[src/rtl/simon_pkg.sv]
// Shared types and constants for the Simon Says controller: FSM encodings,
// LFSR seed/taps and the colour one-hot helper.
package simon_pkg;

   typedef logic [3:0] state_t;

   localparam state_t S_READY       = 4'd0;
   localparam state_t S_ARM         = 4'd1;
   localparam state_t S_ADD_CLR     = 4'd2;
   localparam state_t S_PLAY_ON     = 4'd3;
   localparam state_t S_PLAY_OFF    = 4'd4;
   localparam state_t S_PLAYER_TURN = 4'd5;
   localparam state_t S_DESELECT    = 4'd6;
   localparam state_t S_GOOD_TURN   = 4'd7;
   localparam state_t S_FAIL_ON     = 4'd8;
   localparam state_t S_FAIL_OFF    = 4'd9;
   localparam state_t S_WIN         = 4'd10;
   localparam state_t S_LOST        = 4'd11;

   localparam logic [15:0] LFSR_SEED = 16'hACE1;
   // Right-shifting form of x^16+x^14+x^13+x^11+1: feedback from bits 0,2,3,5.
   localparam logic [15:0] LFSR_TAPS = 16'h002D;

   // Colour-index width; CLR_W in the top is clr_w(NUM_CLR).
   function automatic int clr_w(input int n);
      return (n > 1) ? $clog2(n) : 1;
   endfunction

   function automatic logic [7:0] onehot(input logic [2:0] c);
      return 8'b1 << c;
   endfunction

endpackage

[src/rtl/simon_lfsr.sv]
// 16-bit Fibonacci LFSR used as the colour source for the Simon sequence.
module simon_lfsr
   import simon_pkg::*;
(
   input  logic        clk,
   input  logic        reset,
   input  logic        en,
   output logic [15:0] q
);

   always_ff @(posedge clk or posedge reset) begin
      if (reset)   q <= LFSR_SEED;
      else if (en) q <= {^(q & LFSR_TAPS), q[15:1]};
   end

endmodule

[src/rtl/simon_game_ctrl.sv]
// Simon Says game controller: sequence generation, paced playback, player check.
// Optional speed-up/boost logic is built when SIMON_SPEEDUP_EN is defined.
module simon_game_ctrl
   import simon_pkg::*;
#(
   parameter int NUM_CLR      = 4,
   parameter int MAX_ROUNDS   = 32,
   parameter int SPEED_STEP   = 4,
   parameter int FAIL_FLASHES = 3
) (
   input  logic               clk,
   input  logic               reset,
   input  logic [1:0]         launch_keys,
   input  logic [NUM_CLR-1:0] player_input,
   input  logic               pulse,
   output logic [NUM_CLR-1:0] led_out,
   output logic [5:0]         current_round,
   output logic [1:0]         speed,
   output logic               game_won,
   output logic               game_lost,
   output logic               busy
);

   localparam int CLR_W = clr_w(NUM_CLR);
   localparam int AW    = clr_w(MAX_ROUNDS);

   state_t             state, nxt;
   logic [5:0]         len, idx, idx_inc;
   logic [1:0]         fail_cnt, fail_inc;
   logic [15:0]        lfsr_q;
   logic [7:0]         unused_lfsr_hi;
   logic [CLR_W-1:0]   new_clr, cur_clr;
   logic [NUM_CLR-1:0] cur_oh;
   logic               arm_release;

   // Sequence memory is deliberately unreset; len=0 masks stale entries.
   logic [CLR_W-1:0]   seq_mem [MAX_ROUNDS];

   simon_lfsr u_lfsr (
      .clk   (clk),
      .reset (reset),
      .en    (1'b1),
      .q     (lfsr_q)
   );

   assign unused_lfsr_hi = lfsr_q[15:8];
   assign new_clr  = CLR_W'(lfsr_q[7:0] % 8'(NUM_CLR));
   assign cur_clr  = seq_mem[idx[AW-1:0]];
   assign cur_oh   = NUM_CLR'(onehot(3'(cur_clr)));
   assign idx_inc  = idx + 6'd1;
   assign fail_inc = fail_cnt + 2'd1;

`ifdef SIMON_SPEEDUP_EN
   assign arm_release = (launch_keys == 2'b00);
`else
   logic unused_boost_key;
   assign unused_boost_key = launch_keys[1];
   assign arm_release      = !launch_keys[0];
`endif

   always_comb begin
      nxt = state;
      case (state)
         S_READY:       if (launch_keys[0]) nxt = S_ARM;
         S_ARM:         if (arm_release) nxt = S_ADD_CLR;
         S_ADD_CLR:     nxt = S_PLAY_ON;
         S_PLAY_ON:     if (pulse) nxt = S_PLAY_OFF;
         S_PLAY_OFF:    if (pulse) nxt = (idx_inc == len) ? S_PLAYER_TURN : S_PLAY_ON;
         S_PLAYER_TURN: if (player_input != '0)
                           nxt = (player_input == cur_oh) ? S_DESELECT : S_FAIL_ON;
         S_DESELECT:    if (player_input == '0)
                           nxt = (idx_inc == len) ? S_GOOD_TURN : S_PLAYER_TURN;
         S_GOOD_TURN:   nxt = (len == 6'(MAX_ROUNDS)) ? S_WIN : S_ADD_CLR;
         S_FAIL_ON:     if (pulse) nxt = S_FAIL_OFF;
         S_FAIL_OFF:    if (pulse) nxt = (fail_inc == 2'(FAIL_FLASHES)) ? S_LOST : S_FAIL_ON;
         S_WIN, S_LOST: nxt = state;
         default:       nxt = S_READY;
      endcase
   end

   always_ff @(posedge clk or posedge reset) begin
      if (reset) begin
         state    <= S_READY;
         len      <= '0;
         idx      <= '0;
         fail_cnt <= '0;
      end else begin
         state <= nxt;
         case (state)
            S_ADD_CLR: begin
               len <= len + 6'd1;
               idx <= '0;
            end
            S_PLAY_OFF: if (pulse) idx <= (idx_inc == len) ? 6'd0 : idx_inc;
            S_DESELECT: if (player_input == '0) idx <= idx_inc;
            S_FAIL_OFF: if (pulse) fail_cnt <= fail_inc;
            default: ;
         endcase
      end
   end

   always_ff @(posedge clk) begin
      if (state == S_ADD_CLR) seq_mem[len[AW-1:0]] <= new_clr;
   end

   // Outputs decode the current state register, so they trail transitions by a cycle.
   always_ff @(posedge clk or posedge reset) begin
      if (reset) begin
         led_out       <= '0;
         current_round <= '0;
         game_won      <= 1'b0;
         game_lost     <= 1'b0;
         busy          <= 1'b0;
      end else begin
         busy      <= !(state inside {S_READY, S_WIN, S_LOST});
         game_won  <= (state == S_WIN);
         game_lost <= (state == S_LOST);
         case (state)
            S_PLAY_ON:                 led_out <= cur_oh;
            S_PLAYER_TURN, S_DESELECT: led_out <= player_input;
            S_FAIL_ON, S_WIN:          led_out <= '1;
            default:                   led_out <= '0;
         endcase
         if (state == S_GOOD_TURN)    current_round <= len;
         else if (state == S_FAIL_ON) current_round <= len - 6'd1;
      end
   end

`ifdef SIMON_SPEEDUP_EN
   logic boost;
   logic step_hit;

   assign step_hit = ((len % 6'(SPEED_STEP)) == 6'd0);

   always_ff @(posedge clk or posedge reset) begin
      if (reset) begin
         boost <= 1'b0;
         speed <= 2'd0;
      end else begin
         if (state == S_ARM && launch_keys[1]) boost <= 1'b1;
         if (state == S_ARM && arm_release)
            speed <= boost ? 2'd1 : 2'd0;
         else if (state == S_GOOD_TURN && step_hit && speed != 2'd3)
            speed <= speed + 2'd1;
      end
   end
`else
   assign speed = 2'd0;
`endif

endmodule
[config.mk]
export PLATFORM = sky130hd
export DESIGN_NAME = simon_game_ctrl
export DESIGN_NICKNAME = d
export VERILOG_FILES = /design/src/rtl/simon_pkg.sv /design/src/rtl/simon_lfsr.sv /design/src/rtl/simon_game_ctrl.sv
export SDC_FILE = /design/constraint.sdc
export NUM_CORES = 1
export LEC_CHECK = 0
export BUFFER_PORTS_ARGS = -buffer_cell sky130_fd_sc_hd__buf_2
export CORE_MARGIN = 2
export CORE_UTILIZATION = 55
export CTS_CLUSTER_DIAMETER = 50
export CTS_CLUSTER_SIZE = 24
export DETAILED_ROUTE_END_ITERATION = 7
export GPL_ROUTABILITY_DRIVEN = 0
export HOLD_SLACK_MARGIN = 0.02
export PLACE_DENSITY = 0.76
export SETUP_SLACK_MARGIN = 0.05
export SYNTH_ARGS = -nofsm -noshare
export SYNTH_HDL_FRONTEND = slang
export SYNTH_HIERARCHICAL = 1
export SYNTH_SLANG_ARGS = --single-unit
[constraint.sdc]
create_clock -name clk -period 2.5 [get_ports clk]
set_clock_uncertainty 0.05 [all_clocks]
set_input_delay 0.125 -clock clk [delete_from_list [all_inputs] [get_ports clk]]
set_output_delay 0.125 -clock clk [all_outputs]
set_load 0.02 [all_outputs]
==> results.md <==
* Kind of critical path: flop to flop
* CTS tree: yes
* Cell-internal power at 3.24 mW
* Crit-path cells: buf_6 > clkbuf_16 > mux2i_2 > nand3_1 > nand3_1 > o22ai_1 > a311o_1 > or3_4 > a32o_2 > o211ai_2 > nor3b_2
* Ports at 24
* DR DRC count at 0
* Register area at 3110 um2
* Detail Placement HPWL at 7.83 mm
* Mean Syn Cell Area at 12.1 um2
* Most common cell after layout, fill and taps aside: edfxtp_1
* Clock Sinks at 111
* WL met2 at 6.11 mm
* Mean routed wirelength per cell at 18.9 um
* Std-Cell Rows at 37
* Metal-1 WL at 5.17 mm
* P_leak at 2.35 nW
* Post-synthesis sequential area ratio at 0.548
* Core ar. at 10200 um2
* Slowest cell delay on critical path at 0.46 ns
* DR vias at 3954
* Die footprint at 11100 um2
* ANT nets after route at 0
* Initial antenna violation count at 0
* Die Wd at 106 um
* Share of power burned in registers at 0.580
* Pre-Repair DR Iteration Count at 5
* Actual slew at the worst max-slew pin at 0.960 ns
* Peak supply drop at 0.588 mV
* Clock power frac at 0.226
* Fin crit period at 2.69 ns
* R2r startpoint: idx[1]
* Post-route cell area at 6460 um2
* Synthesized area at 5670 um2
* Initial DRC Count at 377
* Violated checks: negative setup slack
* Min-delay worst type: input port to flop
* DR vias/cell at 6.00
* CTS max path bufs at 2
* Worst Path Max Fanout at 7
* Final setup fails at 5
* Hold Slack at 0.0588 ns
* Sw Ratio at 0.300
* CP most frequent cell: nand3_1
* Mapped Cells at 468
* Post-synth EDFFs at 64
* CP Data Required Time at 2.76 ns
* Power density over the cells at 717 nW/um2
* Main synth FF type: edfxtp_1
* Crit path launch: idx[1]
* Max Clk Rate at 0.372 GHz
* Layout Nets at 534
* Most frequent cells in the layout: edfxtp_1, nor2_1, dfrtp_1, buf_4, nand2_1
* Yosys reg bits at 111
* Vias in the first global route at 3699
* Area added between synthesis and finish at 13.9%
* Met3 wire length at 730 um
* YS warnings at 6
* MaxCap Viol Count at 0
* Hold Crit Start: pulse
* Clk slew on worst S/H paths at 0.11 ns
* Critical Path AT at 2.95 ns
* Die Y at 106 um
* RSZ-0062 raised after global routing: true
* Number of port buffers at 20
* Area of the multi-input gates at 2400 um2
* Largest net degree at the start of global routing at 35
* Slew HR at 0.360
* Status: finished with violations
* CTS Buf Count at 9
* Global-route wire length before repair at 18.6 mm
* Top sig layer: met4
* Skew-Pair Late Insertion Delay at 0.38 ns
* CTS root buffer: clkbuf_8
* Placed Area at 5900 um2
* Sw power at 1.39 mW
* Final-report hold violation count at 0
* Post-synthesis cell type count at 62
* Period utilization at 1.08
* Diode count at 0
* Slowest stage cell, crit path: dfrtp_2
* Post-route setup slack at -0.190 ns
* GRT Resource Usage Total at 0.215
* Final slew viol count at 0
* Total Wirelength at 12.4 mm
* Filler Cell Count at 752
* CP endpoint kind: flop
* Initial Util at 0.557
* Combinational share of power at 0.194
* Startpoint types: flop
* Global route overflow at 0
* # H-tree levels at 3
* Layout cells sized above 1 at 0.283
* Post-synth ARST share at 0.423
[per-stage QoR]
| stage | TNS [ns] | util | worst slack, ns | cells | power [mW] |
|---|---|---|---|---|---|
| 6_report | -0.594 | 0.634 | -0.190 | 659 | 4.63 |
| 5_1_grt | -1.52 | 0.634 | -0.291 | 659 | 4.87 |
| 4_1_cts | -0.177 | 0.603 | -0.119 | 644 | 4.64 |
| 3_5_place_dp | -0.236 | 0.580 | -0.140 | 624 | 3.61 |
| 3_3_place_gp | -0.0546 | 0.580 | -0.0452 | 624 | 3.56 |
| 2_1_floorplan | 0 | - | 0.0801 | 469 | 3.38 |
[routing by layer]
metal  track usage  vias to the layer above
li1              -                     1802
met1         0.290                     1969
met5             0                        -
met3        0.0390                       35
met4         0.105                        0
met2         0.338                      148
[power groups by stage]
stage	Clock, mW	Sequential, mW	Combinational [mW]
3_3_place_gp	0	2.71	0.849
3_5_place_dp	0	2.73	0.879
2_1_floorplan	0	2.68	0.704
6_report	1.05	2.69	0.900
5_1_grt	1.13	2.74	0.993
4_1_cts	1.06	2.69	0.888
[flip-flops by register name (all words and copies together), names as in the netlist]
name,count
state,4
idx,6
game_won,1
busy,1
led_out,4
fail_cnt,2
game_lost,1
u_lfsr/q,16
seq_mem,64
current_round,6
len,6
[what timing repair did]
action                                 4_1_cts  5_1_grt
cloned                                       0        2
setup endpoints to repair                    7       26
hold buffers                                 3        0
resized for setup                            6       43
endpoints found under the hold margin       41        0
pin swaps                                    0       16
buffers inserted                             1       13
[layout make-up]
cell class / count / share of cell area
clock inverter: 3 / 0.00407
sequential: 111 / 0.482
tap: 136 / 0.0263
inverter: 10 / 0.00581
multi-input combinational: 317 / 0.372
clock buffer: 13 / 0.0248
timing repair buffer: 69 / 0.0850
[cells in the mapped netlist (all sizes together) (5+ instances only)]
cell type | instances | area share
nand2 | 35 | 0.023
a31oi | 5 | 0.0066
xor2 | 8 | 0.012
inv | 10 | 0.0066
edfxtp | 64 | 0.34
o21ai | 26 | 0.023
buf | 16 | 0.030
clkbuf | 15 | 0.019
nand3 | 13 | 0.011
dfrtp | 39 | 0.17
nor2 | 58 | 0.038
mux2i | 23 | 0.041
ha | 7 | 0.015
mux4 | 12 | 0.050
nand2b | 8 | 0.0088
mux2 | 16 | 0.037
a21oi | 20 | 0.018
nor3 | 12 | 0.011
o22ai | 6 | 0.0066
dfstp | 8 | 0.037
xnor2 | 11 | 0.017
[cell families after synthesis]
logic type | share of synthesized area
mux | 0.127
flops | 0.548
simple gates | 0.130
xor+xnor | 0.0293
other cells | 0.00132
compound gates | 0.0927
fa+ha+maj | 0.0154
buf+inv | 0.0558
[final timing paths]
path	end	depth (start not counted)	slack [ns]
worst min register to register	fail_cnt[0]	1	0.43
min in group asynchronous	u_lfsr/q[3]	3	0.31
max in group asynchronous	u_lfsr/q[6]	3	1.71
worst max-delay path	state[2]	11	-0.19
worst max register to register	state[2]	11	-0.19
worst min-delay path	fail_cnt[0]	3	0.06
[critical path: cells and delay by family (launching register included)]
kind / cells / cell delay, ns
compound gates: 4 / 0.92
buf+inv: 2 / 0.30
flops: 1 / 0.46
mux: 1 / 0.18
simple gates: 4 / 0.71
Power figures use the tool's default switching activity.
